$ cat src/rtl/axis_rti_reader.sv
`default_nettype none
// ============================================================================
//  Module   : axis_rti_reader
//  Purpose  : Drains one RTI line from BRAM port B onto an AXI4-Stream master,
//             optionally clearing each bin as it is read.
//  Revision : 1.0 - initial release
// ============================================================================
module axis_rti_reader #(
    parameter int ADDR_WIDTH = 12,
    parameter int DATA_WIDTH = 48
) (
    input  logic                  clk,
    input  logic                  rst,
    input  logic                  start,
    input  logic [ADDR_WIDTH-1:0] cfg_last,
    input  logic                  cfg_clear,
    output logic                  busy,
    output logic                  done,
    output logic                  bram_en,
    output logic                  bram_we,
    output logic [ADDR_WIDTH-1:0] bram_addr,
    output logic [DATA_WIDTH-1:0] bram_wdata,
    input  logic [DATA_WIDTH-1:0] bram_rdata,
    output logic [DATA_WIDTH-1:0] m_axis_tdata,
    output logic                  m_axis_tvalid,
    input  logic                  m_axis_tready,
    output logic                  m_axis_tlast
);

    localparam logic [1:0] S_IDLE  = 2'd0;
    localparam logic [1:0] S_READ  = 2'd1;
    localparam logic [1:0] S_DRAIN = 2'd2;

    logic [1:0]            r_state;
    logic [ADDR_WIDTH-1:0] r_ptr;
    logic [ADDR_WIDTH-1:0] r_last;
    logic                  r_clear;
    logic                  r_inflight;
    logic                  r_inflight_last;
    logic [DATA_WIDTH-1:0] r_b1_data;
    logic                  r_b1_valid;
    logic                  r_b1_last;

    logic       w_pop;
    logic [1:0] w_load;
    logic       w_credit;
    logic       w_issue;

    // The output head register plus r_b1 form the 2-entry buffer; a slot freed
    // by this cycle's handshake is already available as credit.
    assign w_pop    = m_axis_tvalid & m_axis_tready;
    assign w_load   = 2'(m_axis_tvalid) + 2'(r_b1_valid) + 2'(r_inflight);
    assign w_credit = (w_load - 2'(w_pop)) < 2'd2;
    assign w_issue  = (r_state == S_READ) & w_credit & ~rst;

    assign bram_en    = w_issue;
    assign bram_we    = w_issue & r_clear;
    assign bram_addr  = r_ptr;
    assign bram_wdata = '0;

    always_ff @(posedge clk) begin
        if (rst) begin
            r_state         <= S_IDLE;
            r_ptr           <= '0;
            r_last          <= '0;
            r_clear         <= 1'b0;
            r_inflight      <= 1'b0;
            r_inflight_last <= 1'b0;
            r_b1_data       <= '0;
            r_b1_valid      <= 1'b0;
            r_b1_last       <= 1'b0;
            busy            <= 1'b0;
            done            <= 1'b0;
            m_axis_tdata    <= '0;
            m_axis_tvalid   <= 1'b0;
            m_axis_tlast    <= 1'b0;
        end else begin
            done       <= 1'b0;
            r_inflight <= w_issue;
            if (w_issue) begin
                r_inflight_last <= (r_ptr == r_last);
            end

            if (w_pop) begin
                if (r_b1_valid) begin
                    m_axis_tdata  <= r_b1_data;
                    m_axis_tlast  <= r_b1_last;
                    m_axis_tvalid <= 1'b1;
                    r_b1_valid    <= r_inflight;
                    if (r_inflight) begin
                        r_b1_data <= bram_rdata;
                        r_b1_last <= r_inflight_last;
                    end
                end else begin
                    m_axis_tvalid <= r_inflight;
                    m_axis_tlast  <= r_inflight & r_inflight_last;
                    if (r_inflight) begin
                        m_axis_tdata <= bram_rdata;
                    end
                end
            end else if (!m_axis_tvalid) begin
                m_axis_tvalid <= r_inflight;
                m_axis_tlast  <= r_inflight & r_inflight_last;
                if (r_inflight) begin
                    m_axis_tdata <= bram_rdata;
                end
            end else if (r_inflight) begin
                r_b1_data  <= bram_rdata;
                r_b1_last  <= r_inflight_last;
                r_b1_valid <= 1'b1;
            end

            case (r_state)
                S_IDLE: begin
                    // A start coinciding with done is dropped.
                    if (start && !done) begin
                        r_last  <= cfg_last;
                        r_clear <= cfg_clear;
                        r_ptr   <= '0;
                        busy    <= 1'b1;
                        r_state <= S_READ;
                    end
                end
                S_READ: begin
                    if (w_issue) begin
                        if (r_ptr == r_last) begin
                            r_state <= S_DRAIN;
                        end else begin
                            r_ptr <= r_ptr + 1'b1;
                        end
                    end
                end
                S_DRAIN: begin
                    if (w_pop && m_axis_tlast) begin
                        busy    <= 1'b0;
                        done    <= 1'b1;
                        r_state <= S_IDLE;
                    end
                end
                default: r_state <= S_IDLE;
            endcase
        end
    end

endmodule
`default_nettype wire
$ cat config.mk
export PLATFORM = sky130hd
export DESIGN_NAME = axis_rti_reader
export DESIGN_NICKNAME = d
export VERILOG_FILES = /design/src/rtl/axis_rti_reader.sv
export SDC_FILE = /design/constraint.sdc
export NUM_CORES = 1
export LEC_CHECK = 0
export CAP_MARGIN = 10
export CORE_MARGIN = 3
export CORE_UTILIZATION = 28
export CTS_CLUSTER_DIAMETER = 30
export DETAILED_ROUTE_END_ITERATION = 10
export PLACE_DENSITY_LB_ADDON = 0.05
export SYNTH_ARGS = -nofsm -noshare
export SYNTH_HDL_FRONTEND = slang
export SYNTH_SLANG_ARGS = --single-unit
export TNS_END_PERCENT = 5
$ cat constraint.sdc
create_clock -name clk -period 5.75 [get_ports clk]
set_input_delay 1.15 -clock clk [delete_from_list [all_inputs] [get_ports clk]]
set_output_delay 1.15 -clock clk [all_outputs]
set_load 0.05 [all_outputs]
== Yosys cells after proc, flatten, opt, wreduce, memory -nomap -nowiden ==
Cells that the tools add are included.

* Reductions and logical operators: 15
* Eq/ne operators: 10
* $lt $le $gt $ge: 1
* Add/subtract/negate cells: 4
* Bitwise gates (word level): 7
* Mux-type cells: 35

{| class="wikitable"
|+ Operator list
! cell !! count
|-
| 48-bit two-way mux || 8
|-
| 12-bit two-way mux || 3
|-
| 12-bit one-hot mux with 2 select lines || 1
|-
| 1-bit two-way mux || 17
|-
| 12-bit by 1-bit adder with 12-bit output (second input constant) || 1
|-
| 12-bit == test || 1
|-
| 2-bit inequality test (second input constant) || 5
|-
| 2-bit two-way mux || 4
|-
| 4-bit AND reduction || 2
|-
| 2-bit nonzero test || 4
|-
| 2-bit one-hot mux with 3 select lines || 1
|-
| 2-bit AND reduction || 3
|-
| 1-bit bitwise AND || 5
|-
| 2-bit by 1-bit inequality test with 1-bit output (second input constant) || 2
|-
| 3-bit AND reduction || 1
|-
| 1-bit by 1-bit adder with 2-bit output || 1
|-
| 2-bit by 1-bit adder with 2-bit output || 1
|-
| 2-bit by 1-bit == test with 1-bit output (second input constant) || 1
|-
| 2-bit == test (second input constant) || 1
|-
| 1-bit logical AND || 2
|-
| 2-bit logical NOT || 1
|-
| 2-bit less-than comparator (second input constant) || 1
|-
| 1-bit inverter || 2
|-
| 1-bit one-hot mux with 2 select lines || 1
|-
| 3 further kinds || 3
|}

* Bits in registers: 131
* Logic and storage cells: 86
* Output and inout port bits: 114
* Input port bits: 65

== Depth between registers and ports, before layout ==
Gate-level depths: netlist (run 1).

* Depth in word-level cells: 8
* Depth in mapped cells: 12
* Mapped depth without buffers: 11

== Worst setup path after synthesis (run 1) ==
OpenSTA, ideal clock, no wires.

* Path type: input to output
* Start point: in m_axis_tready
* End point: out bram_we
* Path buffers: 1
* Data required time: 4,600 ps
* Stages: 10
* Slack: 1,526 ps
* Arrival: 3,074 ps
* Path through: inv_2 -> nor2_1 -> ha_1 -> inv_1 -> ha_1 -> a21oi_2 -> mux2i_4 -> inv_2 -> buf_2 -> and2_1

* Longest elaborated chain between the ends: 6

{| class="wikitable"
|+ RTL lines
! what !! RTL line !! source
|-
| start: declaration || 26 || <nowiki>input logic m_axis_tready,</nowiki>
|-
| 1-bit bitwise AND || 51 || <nowiki>assign w_pop = m_axis_tvalid & m_axis_tready;</nowiki>
|-
| 2-bit by 1-bit subtractor with 2-bit output || 53 || <nowiki>assign w_credit = (w_load - 2'(w_pop)) < 2'd2;</nowiki>
|-
| 2-bit less-than comparator || 53 ||
|-
| 1-bit bitwise AND (2 in series) || 54 || <nowiki>assign w_issue = (r_state == S_READ) & w_credit & ~rst;</nowiki>
|-
| via bram_en || 19 || <nowiki>output logic bram_en,</nowiki>
|-
| 1-bit bitwise AND || 57 || <nowiki>assign bram_we = w_issue & r_clear;</nowiki>
|-
| end: declaration || 20 || <nowiki>output logic bram_we,</nowiki>
|}

The timed path passes the listed nets, and every way through them passes these cells.

== Worst setup path in the final report (run 1) ==
* Start point: in m_axis_tready
* End point: out bram_we

* Longest elaborated chain between the ends: 6

{| class="wikitable"
|+ RTL lines
! what !! RTL line
|-
| 1-bit bitwise AND || 51
|-
| 2-bit by 1-bit subtractor with 2-bit output || 53
|-
| 2-bit less-than comparator || 53
|-
| 1-bit bitwise AND (2 in series) || 54
|-
| 1-bit bitwise AND || 57
|}

No other way between the ends.

==> results.json, run 1 <==
{
  "area_delta_synth_final_pct": 33.9,
  "coreArea_mm2": 0.0191,
  "multiInputGateArea_mm2": 0.00250,
  "grt_pass1_wl_um": 26700,
  "antenna_found_initial": 0,
  "gr-usage-all-layers": 0.153,
  "synthTopCellsByArea": "dfxtp_1, nand2_1, a222oi_1",
  "reg2reg_from": "m_axis_tvalid",
  "powerDensity_mw_per_mm2": 339,
  "dp_slack_ns": 0.421,
  "dr.pass1.iters": 7,
  "setup_viol": 0,
  "crit_path_end_kind": "output port",
  "drv_slew": 0,
  "critical_path.cell_chain": "clkdlybuf4s50_1 -> inv_2 -> nor2_1 -> ha_1 -> inv_1 -> ha_1 -> a21oi_2 -> mux2i_4 -> inv_2 -> and2_1 -> clkdlybuf4s50_1",
  "hold_viol": 0,
  "hold_buffers": 0,
  "post_cts_resized": 0,
  "syn_avg_cell_area_um2": 8.56,
  "routed_wl_um": 16600,
  "synth_cells": 650,
  "clock_skew_ns": 0.0156,
  "layout_setup_ws_ns": 0.437,
  "max-slew-margin-rel": 0.243,
  "cts_setup_buffers": 0,
  "routedWlPerCell_um": 16.2,
  "drv_cap": 0,
  "fin_crit_sh": 0.924,
  "reg2reg_slack_ns": 2.79,
  "yosys.cell_types.count": 49,
  "synth-edff-count": 0,
  "drive_gt1_frac": 0.0708,
  "ys_warn_count": 0,
  "r2r-end": "bram_addr[0]",
  "root_buffer": "clkbuf_16",
  "path_delay_family": "buffers and inverters",
  "ys_ff_latch": 131,
  "leakage_nw": 2.62,
  "diodes": 0,
  "cp-endpoint": "bram_we",
  "clk_pin_slew_ns": 0.06,
  "finalNonFillerCells": 1023,
  "ys_async_sr_fraction": 0,
  "clk_latency_ns": 0.42,
  "gp_congestion": 0.773,
  "grt_start_max_net_pins": 99,
  "cp_max_fo": 8,
  "cp.depth": 11,
  "synth_top_area_share": 0.471,
  "vdd_drop_max_mv": 0.210,
  "post-route-min-period_ns": 5.31,
  "max_freq_mhz": 188,
  "dp_cells": 991,
  "fp.dieW_um": 147,
  "grt_overflow": 0,
  "placed_area_mm2": 0.00684,
  "start_kind": "primary input",
  "cp_num_buf_inv": 5,
  "total_power_mw": 2.52,
  "final_nets": 819,
  "rows": 50,
  "fin_util": 0.390,
  "drt-initial-drc-count": 494,
  "syn_area_mm2": 0.00556,
  "ios": 179,
  "critPathMaxStageDelay_ns": 0.69,
  "synth-main-ff-cell": "dfxtp_1",
  "tightest_slew_ns": 1.14,
  "port_buffers": 130,
  "timing.setup.tns_ns": 0,
  "timing.critical_path.required_ns": 4.60,
  "rsz0062_at_grt": "false",
  "start_util": 0.292,
  "fillers": 1912,
  "min_path_type": "register to register",
  "drc_errors": 0,
  "worst_r2r_path_depth": 12,
  "viasPerCell": 4.79,
  "dieArea_mm2": 0.0216,
  "clock_path_buffers": 2,
  "vias": 4904,
  "drtAntennaViolNets": 0,
  "cp.arrival_ns": 4.16,
  "outcome": "complete, no violations",
  "crit_path_start": "m_axis_tready",
  "design_area_mm2": 0.00745,
  "crit_slowest_cell": "clkdlybuf4s50_1",
  "grt_pass1_vias": 4886,
  "crit_type": "primary input to output port",
  "htreeDepth": 4,
  "yosys.area.top_type": "dfxtp_1",
  "cts_buffers": 17,
  "final-seq-area_mm2": 0.00262,
  "hpwl_um": 10500,
  "die_h_um": 147,
  "cts_tree": "yes",
  "cts.sinks": 131,
  "hold_slack_ns": 0.455,
  "ys_seq_area_frac": 0.471
}
-- logic make-up (layout without fill, tap and decap cells) --
kind of cell / Yosys count / count (layout) / share of synthesized area
compound gates: 142 / 142 / 0.186
simple gates: 243 / 243 / 0.194
fa+ha+maj: 4 / 4 / 0.00900
buf+inv: 115 / 181 / 0.114
flops: 131 / 131 / 0.471
other cells: 1 / 48 / 0.000674
mux: 2 / 2 / 0.00585
xor+xnor: 12 / 12 / 0.0189
-- synthesized netlist by cell type, types with 2 or more instances --
| master | n |
|---|---|
| a21oi_1 | 67 |
| a21oi_2 | 2 |
| a222oi_1 | 48 |
| a31oi_1 | 2 |
| a41oi_1 | 2 |
| and2_1 | 2 |
| and3_1 | 3 |
| buf_1 | 6 |
| buf_2 | 11 |
| buf_4 | 49 |
| clkbuf_1 | 33 |
| dfxtp_1 | 131 |
| ha_1 | 4 |
| inv_1 | 13 |
| inv_2 | 2 |
| nand2_1 | 144 |
| nand3_1 | 6 |
| nand4_1 | 7 |
| nor2_1 | 55 |
| nor3_1 | 6 |
| nor4_1 | 4 |
| nor4b_4 | 2 |
| o21a_1 | 2 |
| o21ai_0 | 3 |
| o21ai_1 | 6 |
| o311ai_1 | 2 |
| o311ai_2 | 3 |
| or4_1 | 3 |
| xnor2_1 | 12 |
-- state kept, by name (all words and copies together) (netlist names) --
| register | count |
|---|---|
| bram_addr | 12 |
| m_axis_tlast | 1 |
| m_axis_tdata | 48 |
| r_inflight_last | 1 |
| r_b1_valid | 1 |
| r_b1_data | 48 |
| r_clear | 1 |
| m_axis_tvalid | 1 |
| r_state | 2 |
| done | 1 |
| r_b1_last | 1 |
| r_last | 12 |
| busy | 1 |
| r_inflight | 1 |
-- routing by layer --
| layer | global-route usage | routed length (um) | vias to the layer above |
|---|---|---|---|
| li1 | - | - | 2386 |
| met3 | 0.0447 | 1010 | 15 |
| met5 | 0 | 0 | - |
| met4 | 0.0438 | 168 | 0 |
| met1 | 0.203 | 7860 | 2340 |
| met2 | 0.243 | 7560 | 163 |
-- tightest hold or removal path: stages (launching register included) --
cell and delay [ns]:
dfxtp_1 0.31, nand2_1 0.05, a21oi_1 0.05
-- placed cells by master (no fill, tap or decap), types with 3 or more instances in the layout --
cell               n
clkbuf_16         17
buf_4              5
a222oi_1          48
bufinv_16          3
o311ai_2           3
nor4_1             4
dfxtp_1          131
nor3_1             6
nand2_1          144
o21ai_1            5
nand3_1            6
conb_1            48
inv_1             13
nand4_1            7
clkdlybuf4s50_1  129
xnor2_1           12
clkbuf_8           4
nor2_1            54
or4_1              3
o21ai_0            3
clkinv_2           4
ha_1               4
a21oi_1           67
-- worst min path at each step --
stage,from,to,slack [ns],cells past startpoint
after CTS,r_b1_data[20],r_b1_data[20],0.45,2
after detailed placement,r_b1_data[20],r_b1_data[20],0.45,2
after global placement,r_clear,r_clear,0.44,2
after floorplan,r_clear,r_clear,0.43,2
final,r_b1_data[11],r_b1_data[11],0.45,2
after global routing,r_clear,r_clear,0.47,2
-- report_power, final --
group / total (mW) / switching [mW] / leakage (nW) / internal, mW
sequential: 0.977 / 0.0316 / 1.06 / 0.945
clock: 1.11 / 0.389 / 0.303 / 0.725
combinational: 0.431 / 0.294 / 1.25 / 0.136
-- area by class of cell --
type,instances,share of cell area
clock inverters,9,0.0170
well taps,260,0.0437
multi-input cells,451,0.336
flip-flops and latches,131,0.352
repair buffers,134,0.178
clock buffers,23,0.0655
inverters,15,0.00756
Note: power is estimated with default switching activity, not from simulation.
==> run 2, diff against run 1 <==
--- a/config.mk
+++ b/config.mk
@@ -5,7 +5,6 @@
 export SDC_FILE = /design/constraint.sdc
 export NUM_CORES = 1
 export LEC_CHECK = 0
-export CAP_MARGIN = 10
 export CORE_MARGIN = 3
 export CORE_UTILIZATION = 28
 export CTS_CLUSTER_DIAMETER = 30
==> results of run 2 <==
Final layout, timing and power as in run 1 (identical DEF).
